--- src/rtl/io_port_ctrl.sv ---
// io_port_ctrl
//   Peripheral-side I/O block for the processor core. Inbound bytes from an
//   external device are buffered in a small FIFO whose head drives the core's
//   data_in; a one-cycle interrupt pulse is raised when occupancy reaches
//   INT_THRESH. Outbound bytes written by the core are held in a single-entry
//   register and handed to the external device over valid/ready.
//
//   state   | meaning
//   --------+-------------------------------------------------------------
//   S_ARMED | waiting for int_en && fifo_count >= INT_THRESH
//   S_FIRE  | interrupt pulse high for exactly this cycle
//   S_WAIT  | pulse delivered; re-arms only once the FIFO drains to empty
//
// Ports
//   clk, reset                   system clock, synchronous active-high reset
//   ext_in_data/valid/ready      inbound byte stream into the FIFO
//   data_in                      FIFO head to core (8'h00 when empty)
//   cpu_rd                       core read strobe, pops FIFO head
//   data_out, cpu_wr             core write data and write strobe
//   ext_out_data/valid/ready     outbound byte handshake to external device
//   int_en, interrupt            interrupt enable and one-cycle pulse
//   fifo_count                   current FIFO occupancy
//   io_err                       sticky error (read on empty, dropped write)

module io_port_ctrl #(
    parameter int DEPTH      = 4,
    parameter int INT_THRESH = 1
) (
    input  logic                     clk,
    input  logic                     reset,
    input  logic [7:0]               ext_in_data,
    input  logic                     ext_in_valid,
    output logic                     ext_in_ready,
    output logic [7:0]               data_in,
    input  logic                     cpu_rd,
    input  logic [7:0]               data_out,
    input  logic                     cpu_wr,
    output logic [7:0]               ext_out_data,
    output logic                     ext_out_valid,
    input  logic                     ext_out_ready,
    input  logic                     int_en,
    output logic                     interrupt,
    output logic [$clog2(DEPTH):0]   fifo_count,
    output logic                     io_err
);

    localparam int AW = $clog2(DEPTH);
    localparam int CW = AW + 1;

    typedef enum logic [1:0] {
        S_ARMED = 2'd0,
        S_FIRE  = 2'd1,
        S_WAIT  = 2'd2
    } state_t;

    logic [7:0]    r_mem [DEPTH];
    logic [AW-1:0] r_wr_ptr;
    logic [AW-1:0] r_rd_ptr;
    logic [CW-1:0] r_count;
    logic [7:0]    r_out_data;
    logic          r_out_valid;
    logic          r_io_err;
    logic          r_interrupt;
    state_t        r_state;
    state_t        w_state_nxt;

    logic w_empty;
    logic w_full;
    logic w_push;
    logic w_pop;
    logic w_rd_err;
    logic w_wr_accept;
    logic w_wr_err;

    assign w_empty = (r_count == '0);
    assign w_full  = (r_count == CW'(DEPTH));
    assign w_push  = ext_in_valid && !w_full;
    assign w_pop   = cpu_rd && !w_empty;
    assign w_rd_err = cpu_rd && w_empty;

    // A write is accepted when the holding register is free or being
    // drained on this same edge; otherwise it is lost and flagged.
    assign w_wr_accept = cpu_wr && (!r_out_valid || ext_out_ready);
    assign w_wr_err    = cpu_wr && r_out_valid && !ext_out_ready;

    // FIFO storage is not reset; pointers/count define what is valid.
    always_ff @(posedge clk) begin
        if (w_push) begin
            r_mem[r_wr_ptr] <= ext_in_data;
        end
    end

    always_ff @(posedge clk) begin
        if (reset) begin
            r_wr_ptr <= '0;
            r_rd_ptr <= '0;
            r_count  <= '0;
        end else begin
            if (w_push) begin
                r_wr_ptr <= r_wr_ptr + AW'(1);
            end
            if (w_pop) begin
                r_rd_ptr <= r_rd_ptr + AW'(1);
            end
            case ({w_push, w_pop})
                2'b10:   r_count <= r_count + CW'(1);
                2'b01:   r_count <= r_count - CW'(1);
                default: r_count <= r_count;
            endcase
        end
    end

    always_ff @(posedge clk) begin
        if (reset) begin
            r_out_data  <= '0;
            r_out_valid <= 1'b0;
        end else if (w_wr_accept) begin
            r_out_data  <= data_out;
            r_out_valid <= 1'b1;
        end else if (r_out_valid && ext_out_ready) begin
            r_out_valid <= 1'b0;
        end
    end

    always_ff @(posedge clk) begin
        if (reset) begin
            r_io_err <= 1'b0;
        end else if (w_rd_err || w_wr_err) begin
            r_io_err <= 1'b1;
        end
    end

    always_ff @(posedge clk) begin
        if (reset) begin
            r_state     <= S_ARMED;
            r_interrupt <= 1'b0;
        end else begin
            r_state     <= w_state_nxt;
            r_interrupt <= (w_state_nxt == S_FIRE);
        end
    end

    // Threshold is judged on registered occupancy, so a push that reaches
    // the threshold is seen one edge later.
    always_comb begin
        w_state_nxt = r_state;
        case (r_state)
            S_ARMED: begin
                if (int_en && (r_count >= CW'(INT_THRESH))) begin
                    w_state_nxt = S_FIRE;
                end
            end
            S_FIRE: begin
                w_state_nxt = S_WAIT;
            end
            S_WAIT: begin
                if (w_empty) begin
                    w_state_nxt = S_ARMED;
                end
            end
            default: begin
                w_state_nxt = S_ARMED;
            end
        endcase
    end

    assign ext_in_ready  = !w_full;
    assign data_in       = w_empty ? 8'h00 : r_mem[r_rd_ptr];
    assign ext_out_data  = r_out_data;
    assign ext_out_valid = r_out_valid;
    assign interrupt     = r_interrupt;
    assign fifo_count    = r_count;
    assign io_err        = r_io_err;

endmodule

--- config.mk ---
export PLATFORM = sky130hd
export DESIGN_NAME = io_port_ctrl
export DESIGN_NICKNAME = d
export VERILOG_FILES = /design/src/rtl/io_port_ctrl.sv
export SDC_FILE = /design/constraint.sdc
export NUM_CORES = 1
export LEC_CHECK = 0
export ABC_AREA = 1
export CELL_PAD_IN_SITES_DETAIL_PLACEMENT = 1
export CELL_PAD_IN_SITES_GLOBAL_PLACEMENT = 1
export CORE_UTILIZATION = 42
export CTS_CLUSTER_DIAMETER = 60
export CTS_CLUSTER_SIZE = 40
export DETAILED_ROUTE_END_ITERATION = 7
export PLACE_DENSITY = 0.81
export SLEW_MARGIN = 10
export SYNTH_ARGS = -nofsm -noshare
export SYNTH_HDL_FRONTEND = slang
export SYNTH_SLANG_ARGS = --single-unit
export TNS_END_PERCENT = 30
--- constraint.sdc ---
create_clock -name clk -period 4.2 [get_ports clk]
set_input_delay 0.84 -clock clk [delete_from_list [all_inputs] [get_ports clk]]
set_output_delay 0.84 -clock clk [all_outputs]
set_load 0.02 [all_outputs]
==> results.py, run 1 <==
metrics = {
    "finish": {
        "drive_gt1_frac": 0.132,
        "final_cell_mix": "nand2_1, clkdlybuf4s50_1, inv_1, edfxtp_1, nor2_1",
        "final_common_cell": "nand2_1",
        "fin_nets": 326,
        "area.growth.synth_to_final_pct": 24.8,
        "antenna_cells": 0,
    },
    "setup_path": {
        "r2r-start": "fifo_count[0]",
        "path_max_fanout": 17,
        "arrival_ns": 2.22,
        "cp.required_ns": 3.36,
        "cp_slowest_stage_delay_ns": 0.79,
        "cp_top_family": "flip-flops",
        "critPathKind": "reg2out",
        "start_kind": "flop",
        "crit_chain": "inv_8 > nand2_2 > nand3_1 > a21oi_1 > clkdlybuf4s50_1",
        "path_buf_inv": 2,
        "cp_slowest_cell": "dfxtp_1",
        "end_kind": "output port",
    },
    "die": {
        "die_y_um": 77.7,
        "dieArea_um2": 6040,
        "core.rowCount": 27,
        "coreArea_um2": 5510,
        "die_w_um": 77.7,
        "initial_utilization": 0.438,
        "io_pins": 46,
    },
    "clock_tree": {
        "cts_hold_buf": 0,
        "cts_root_buffer": "clkbuf_8",
        "ctsResizeCount": 0,
        "clock_latency_ns": 0.31,
        "clk_pin_slew_ns": 0.09,
        "cts_post_setup_buffers_inserted": 0,
        "clock_path_buffers": 2,
        "ctsHtreeMaxLevel": 2,
        "cts_made_buffers": 5,
        "cts_tree": "built",
        "cts.sinks": 54,
    },
    "power_and_ir_drop": {
        "p_sw_frac": 0.356,
        "seqPwrFrac": 0.417,
        "irDropWorstVdd_v": 0.000279,
        "p_leak_uw": 0.00126,
        "clkPwrFrac": 0.210,
        "comb_power_share": 0.373,
        "p_int_uw": 1060,
        "p_per_area_nw_per_um2": 546,
        "power.switching_uw": 584,
    },
    "sta": {
        "finalClockSkew_ns": 0.00427,
        "finalMaxSlewViolations": 0,
        "max_slew_margin": 0.413,
        "fin_crit_sh": 0.728,
        "rsz0062_at_grt": "false",
        "max_slew.worst_pin.slew_ns": 0.877,
        "max_freq_ghz": 0.327,
        "final-setup-viol-count": 0,
        "min_period_ns": 3.06,
        "finalHoldViolCount": 0,
        "timing.hold.ws_ns": 0.494,
        "setup_tns_ns": 0,
    },
    "yosys": {
        "yosys.area_share.simple": 0.213,
        "ys_seq_elements": 54,
        "syn_inst": 247,
        "avgSynthCellArea_um2": 9.76,
        "synth_nets": 279,
        "synth_top_family_by_area": "simple AND/OR/NAND/NOR gates",
        "yosys_warnings": 0,
        "yosysSeqAreaShare": 0.582,
        "synthAdderAreaFrac": 0.0467,
        "ys_types": 27,
        "synth-xor-area-share": 0.00363,
        "synthMuxAreaShare": 0,
        "syn-cell-area_um2": 2410,
        "synth_compound_area_frac": 0.0670,
    },
    "drt": {
        "dr.pass1.iters": 4,
        "wirelength_um": 5040,
        "via_per_inst": 4.72,
        "detail-route-antenna-nets": 0,
        "vias": 1733,
        "drt_iter0_markers": 61,
        "wl_per_cell_um": 13.7,
        "drc": 0,
    },
    "worst_hold_path": {
        "hp-class": "reg2reg",
        "hold_start": "ext_out_data[2]",
    },
    "placement": {
        "dp_hpwl_um": 3620,
        "port_buffers": 45,
        "gp_congestion": 0.771,
    },
    "global_route": {
        "grt-busiest-layer": "met2",
        "grtUsageMet3": 0.0412,
        "grt-ovfl-total": 0,
        "grt_use_met2": 0.343,
        "grt_pass1_vias": 1838,
        "grt_max_degree": 18,
        "grt_use_total": 0.188,
        "use_met1": 0.216,
        "grt_first_pass_wirelength_um": 8560,
        "antenna_found_initial": 0,
    },
    "flow_run": {
        "maxCapViolCount": 0,
    },
    "outcome": {
        "outcome": "completed",
    },
}
==> per-stage QoR <==
step	cells	power (uW)	worst slack (ns)	area, um^2	util
2_1_floorplan	247	1090	2.00	2410	-
3_3_place_gp	359	1290	1.52	2900	0.526
6_report	367	1640	1.14	3010	0.546
4_1_cts	367	1660	1.14	3010	0.546
5_1_grt	367	1750	0.961	3010	0.546
3_5_place_dp	359	1310	1.48	2900	0.526
==> cells in the mapped netlist (all sizes together) <==
library cell / n / area, um^2
a21oi: 13 / 76.3
a31oi: 2 / 12.5
and2: 1 / 6.26
buf: 5 / 52.6
dfxtp: 22 / 440
edfxtp: 32 / 961
ha: 9 / 113
inv: 40 / 160
nand2: 63 / 274
nand3: 13 / 95.1
nand3b: 1 / 7.51
nand4: 1 / 6.26
nor2: 31 / 124
o21ai: 13 / 72.6
xor2: 1 / 8.76
==> worst reg2reg max path, cell delays in order, from the launching register on <==
cell and delay, ns:
dfxtp_1 0.45, inv_1 0.10, ha_1 0.27, nand2_2 0.12
nand2_4 0.10, nor2_1 0.69
==> registers in the layout, indices dropped and copies added, names as in the netlist, named ones only <==
register,cells
ext_out_data,8
ext_out_valid,1
fifo_count,3
interrupt,1
io_err,1
r_mem,32
r_rd_ptr,2
r_state,2
r_wr_ptr,2
==> cells by family (layout without fill, tap and decap cells) <==
| group | Yosys count | in the layout |
|---|---|---|
| AO/OA/AOI/OAI | 28 | 28 |
| XOR/XNOR | 1 | 1 |
| adder cells (fa/ha/maj) | 9 | 9 |
| buffers and inverters | 45 | 93 |
| flip-flops | 54 | 54 |
| AND/OR/NAND/NOR | 110 | 110 |
==> power by group through the flow <==
stage | clock, uW | combinational [uW] | sequential [uW]
after floorplan | 0 | 394 | 695
after global routing | 375 | 677 | 695
final | 345 | 613 | 684
after CTS | 354 | 621 | 684
after detailed placement | 0 | 616 | 696
after global placement | 0 | 596 | 693
==> final timing paths <==
path	slack, ns	to	depth (start not counted)
setup / recovery	1.14	data_in[1]	5
hold / removal	0.49	ext_out_data[2]	2
setup reg to reg	2.10	r_mem[1][4]	5
hold reg to reg	0.49	ext_out_data[2]	2
==> layout make-up <==
class	count	area [um^2]
multi-input combinational	148	796
fill	645	2500
inverter	40	160
sequential	54	1400
clock buffer	6	72.6
timing repair buffer	45	450
tap	72	90.1
clock inverter	2	37.5
==> per-layer routing <==
metal / wire length, um / vias up
met5: 0 / -
met4: 63 / 0
met3: 212 / 6
met2: 2620 / 39
met1: 2150 / 813
li1: - / 875
Note: power is estimated with default switching activity, not from simulation.
==> run 2, diff against run 1 <==
--- a/config.mk
+++ b/config.mk
@@ -8,11 +8,11 @@
 export ABC_AREA = 1
 export CELL_PAD_IN_SITES_DETAIL_PLACEMENT = 1
 export CELL_PAD_IN_SITES_GLOBAL_PLACEMENT = 1
-export CORE_UTILIZATION = 42
+export CORE_UTILIZATION = 35
 export CTS_CLUSTER_DIAMETER = 60
 export CTS_CLUSTER_SIZE = 40
 export DETAILED_ROUTE_END_ITERATION = 7
-export PLACE_DENSITY = 0.81
+export PLACE_DENSITY = 0.71
 export SLEW_MARGIN = 10
 export SYNTH_ARGS = -nofsm -noshare
 export SYNTH_HDL_FRONTEND = slang
==> constraint.sdc (replaced) <==
create_clock -name clk -period 2.7 [get_ports clk]
set_input_delay 0.54 -clock clk [delete_from_list [all_inputs] [get_ports clk]]
set_output_delay 0.54 -clock clk [all_outputs]
set_load 0.02 [all_outputs]
==> run 2 against run 1 <==
Effect of this change: die area rose by 19%; sequential cell count stayed put; the run now ends with design-rule violations left; sequential power is 52% higher; largest power group unchanged; design area increased by 1.6%; first-iteration DRC count shrank 43%.
==> results.py, run 2 (synthesis results as in run 1) <==
metrics = {
    "outcome": {
        "outcome": "finished with violations",
        "violations": "design-rule violations",
    },
    "global_route": {
        "grt-ovfl-total": 0,
        "grt_first_pass_wirelength_um": 8160,
        "grt_pass1_vias": 1748,
        "antenna_found_initial": 0,
        "grt_max_degree": 18,
        "grt_use_total": 0.144,
    },
    "power_and_ir_drop": {
        "p_leak_uw": 0.00130,
        "clkPwrFrac": 0.211,
        "seqPwrFrac": 0.403,
        "p_per_area_nw_per_um2": 841,
        "comb_power_share": 0.386,
        "p_int_uw": 1660,
        "p_sw_frac": 0.354,
        "power.switching_uw": 911,
        "irDropWorstVdd_v": 0.000456,
    },
    "worst_hold_path": {
        "hp-class": "reg2reg",
    },
    "finish": {
        "largest-register": "r_mem",
        "fin_nets": 331,
        "fin_area_um2": 3060,
        "largest_reg_flops": 32,
        "final_common_cell": "nand2_1",
        "area.growth.synth_to_final_pct": 26.8,
        "final_cell_mix": "nand2_1, clkdlybuf4s50_1, inv_1, edfxtp_1, nor2_1",
        "drive_gt1_frac": 0.153,
        "antenna_cells": 0,
    },
    "setup_path": {
        "reg2reg_depth": 10,
        "r2r-start": "fifo_count[0]",
        "crit_start": "fifo_count[1]",
        "rrSetupSlack_ns": 0.91,
        "reg2reg_to": "fifo_count[2]",
        "start_kind": "flop",
        "critPathKind": "reg2out",
        "cp_slowest_cell": "clkdlybuf4s50_1",
        "endpoint": "data_in[4]",
        "crit_chain": "inv_1 > ha_2 > inv_2 > nor2_4 > a21oi_1 > clkdlybuf4s50_1",
        "cp_slowest_stage_delay_ns": 0.55,
        "end_kind": "output port",
        "arrival_ns": 2.03,
        "cp.required_ns": 2.16,
        "path_max_fanout": 10,
    },
    "drt": {
        "wl_per_cell_um": 12.9,
        "drc": 3,
        "via_per_inst": 4.53,
        "wirelength_um": 4850,
        "detail-route-antenna-nets": 0,
        "drt_iter0_markers": 35,
        "dr.pass1.iters": 7,
        "vias": 1706,
    },
    "clock_tree": {
        "cts.sinks": 54,
        "cts_post_setup_buffers_inserted": 0,
        "ctsHtreeMaxLevel": 2,
        "cts_root_buffer": "clkbuf_8",
        "clock_path_buffers": 2,
        "cts_made_buffers": 5,
        "cts_tree": "built",
        "clk_pin_slew_ns": 0.10,
        "clock_latency_ns": 0.30,
    },
    "sta": {
        "max_slew_margin": 0.707,
        "max_slew.worst_pin.slew_ns": 0.439,
        "setup_tns_ns": 0,
        "rsz0062_at_grt": "false",
        "fin_crit_sh": 0.951,
        "finalMaxSlewViolations": 0,
        "finalClockSkew_ns": 0.00653,
        "max_freq_ghz": 0.389,
        "finalHoldViolCount": 0,
        "min_period_ns": 2.57,
        "final-setup-viol-count": 0,
    },
    "die": {
        "die_y_um": 85.0,
        "initial_utilization": 0.371,
        "coreArea_um2": 6490,
        "core.rowCount": 29,
        "io_pins": 46,
        "die_w_um": 85.0,
        "dieArea_um2": 7220,
    },
    "placement": {
        "gp_congestion": 0.734,
        "placed_area_um2": 2940,
        "dp_hpwl_um": 3500,
        "port_buffers": 45,
    },
    "flow_run": {
        "maxCapViolCount": 0,
    },
}
==> run 2: cell type report <==
type / instances / area, um^2
Fill cell: 735 / 3440
Sequential cell: 54 / 1400
Multi-Input combinational cell: 148 / 798
Timing Repair Buffer: 50 / 488
Inverter: 40 / 160
Tap cell: 77 / 96.3
Clock buffer: 5 / 68.8
Clock inverter: 3 / 43.8
==> run 2: how the worst min path moves through the flow <==
stage	from	end	slack [ns]	cells past startpoint
4_1_cts	ext_out_data[5]	ext_out_data[5]	0.50	2
6_report	ext_out_data[5]	ext_out_data[5]	0.49	2
3_3_place_gp	ext_out_data[5]	ext_out_data[5]	0.47	2
2_1_floorplan	r_state[1]	r_state[1]	0.47	2
5_1_grt	ext_out_data[0]	ext_out_data[0]	0.52	2
3_5_place_dp	ext_out_data[5]	ext_out_data[5]	0.48	2
==> run 2: metal layers <==
metal  global-route usage  vias to the layer above  share of wire
met5                    0                        -              0
met4               0.0339                        0         0.0083
met3               0.0379                        6          0.042
met2                0.246                       37           0.49
met1                0.183                      780           0.46
li1                     -                      883              -
==> run 2: critical path, delay by kind of cell, from the launching register on <==
family,cells,cell delay [ns]
AO/OA/AOI/OAI,1,0.09
adder cells (fa/ha/maj),1,0.26
buffers and inverters,3,0.76
flip-flops,1,0.33
AND/OR/NAND/NOR,1,0.27
==> run 2: per-stage QoR <==
step	instances	power (uW)	hold WS (ns)	setup WS, ns	util
after floorplan	247	1690	0.473	0.803	-
after global placement	369	2030	0.467	0.486	0.453
after detailed placement	369	2060	0.476	0.429	0.453
after CTS	377	2610	0.498	0.0616	0.470
after global routing	377	2740	0.520	0.00594	0.471
final	377	2570	0.492	0.131	0.471
==> run 2: power groups by stage <==
stage / Combinational, uW / Clock, uW / Sequential (uW)
after global placement: 980 / 0 / 1050
after global routing: 1100 / 591 / 1050
final: 993 / 542 / 1040
after detailed placement: 1010 / 0 / 1060
after floorplan: 612 / 0 / 1080
after CTS: 1010 / 565 / 1040
==> run 2: timing repair <==
| action | 4_1_cts | 5_1_grt |
|---|---|---|
| gates resized for setup | 0 | 1 |
| endpoints found under the setup margin | 0 | 6 |
| hold buffers | 0 | 0 |
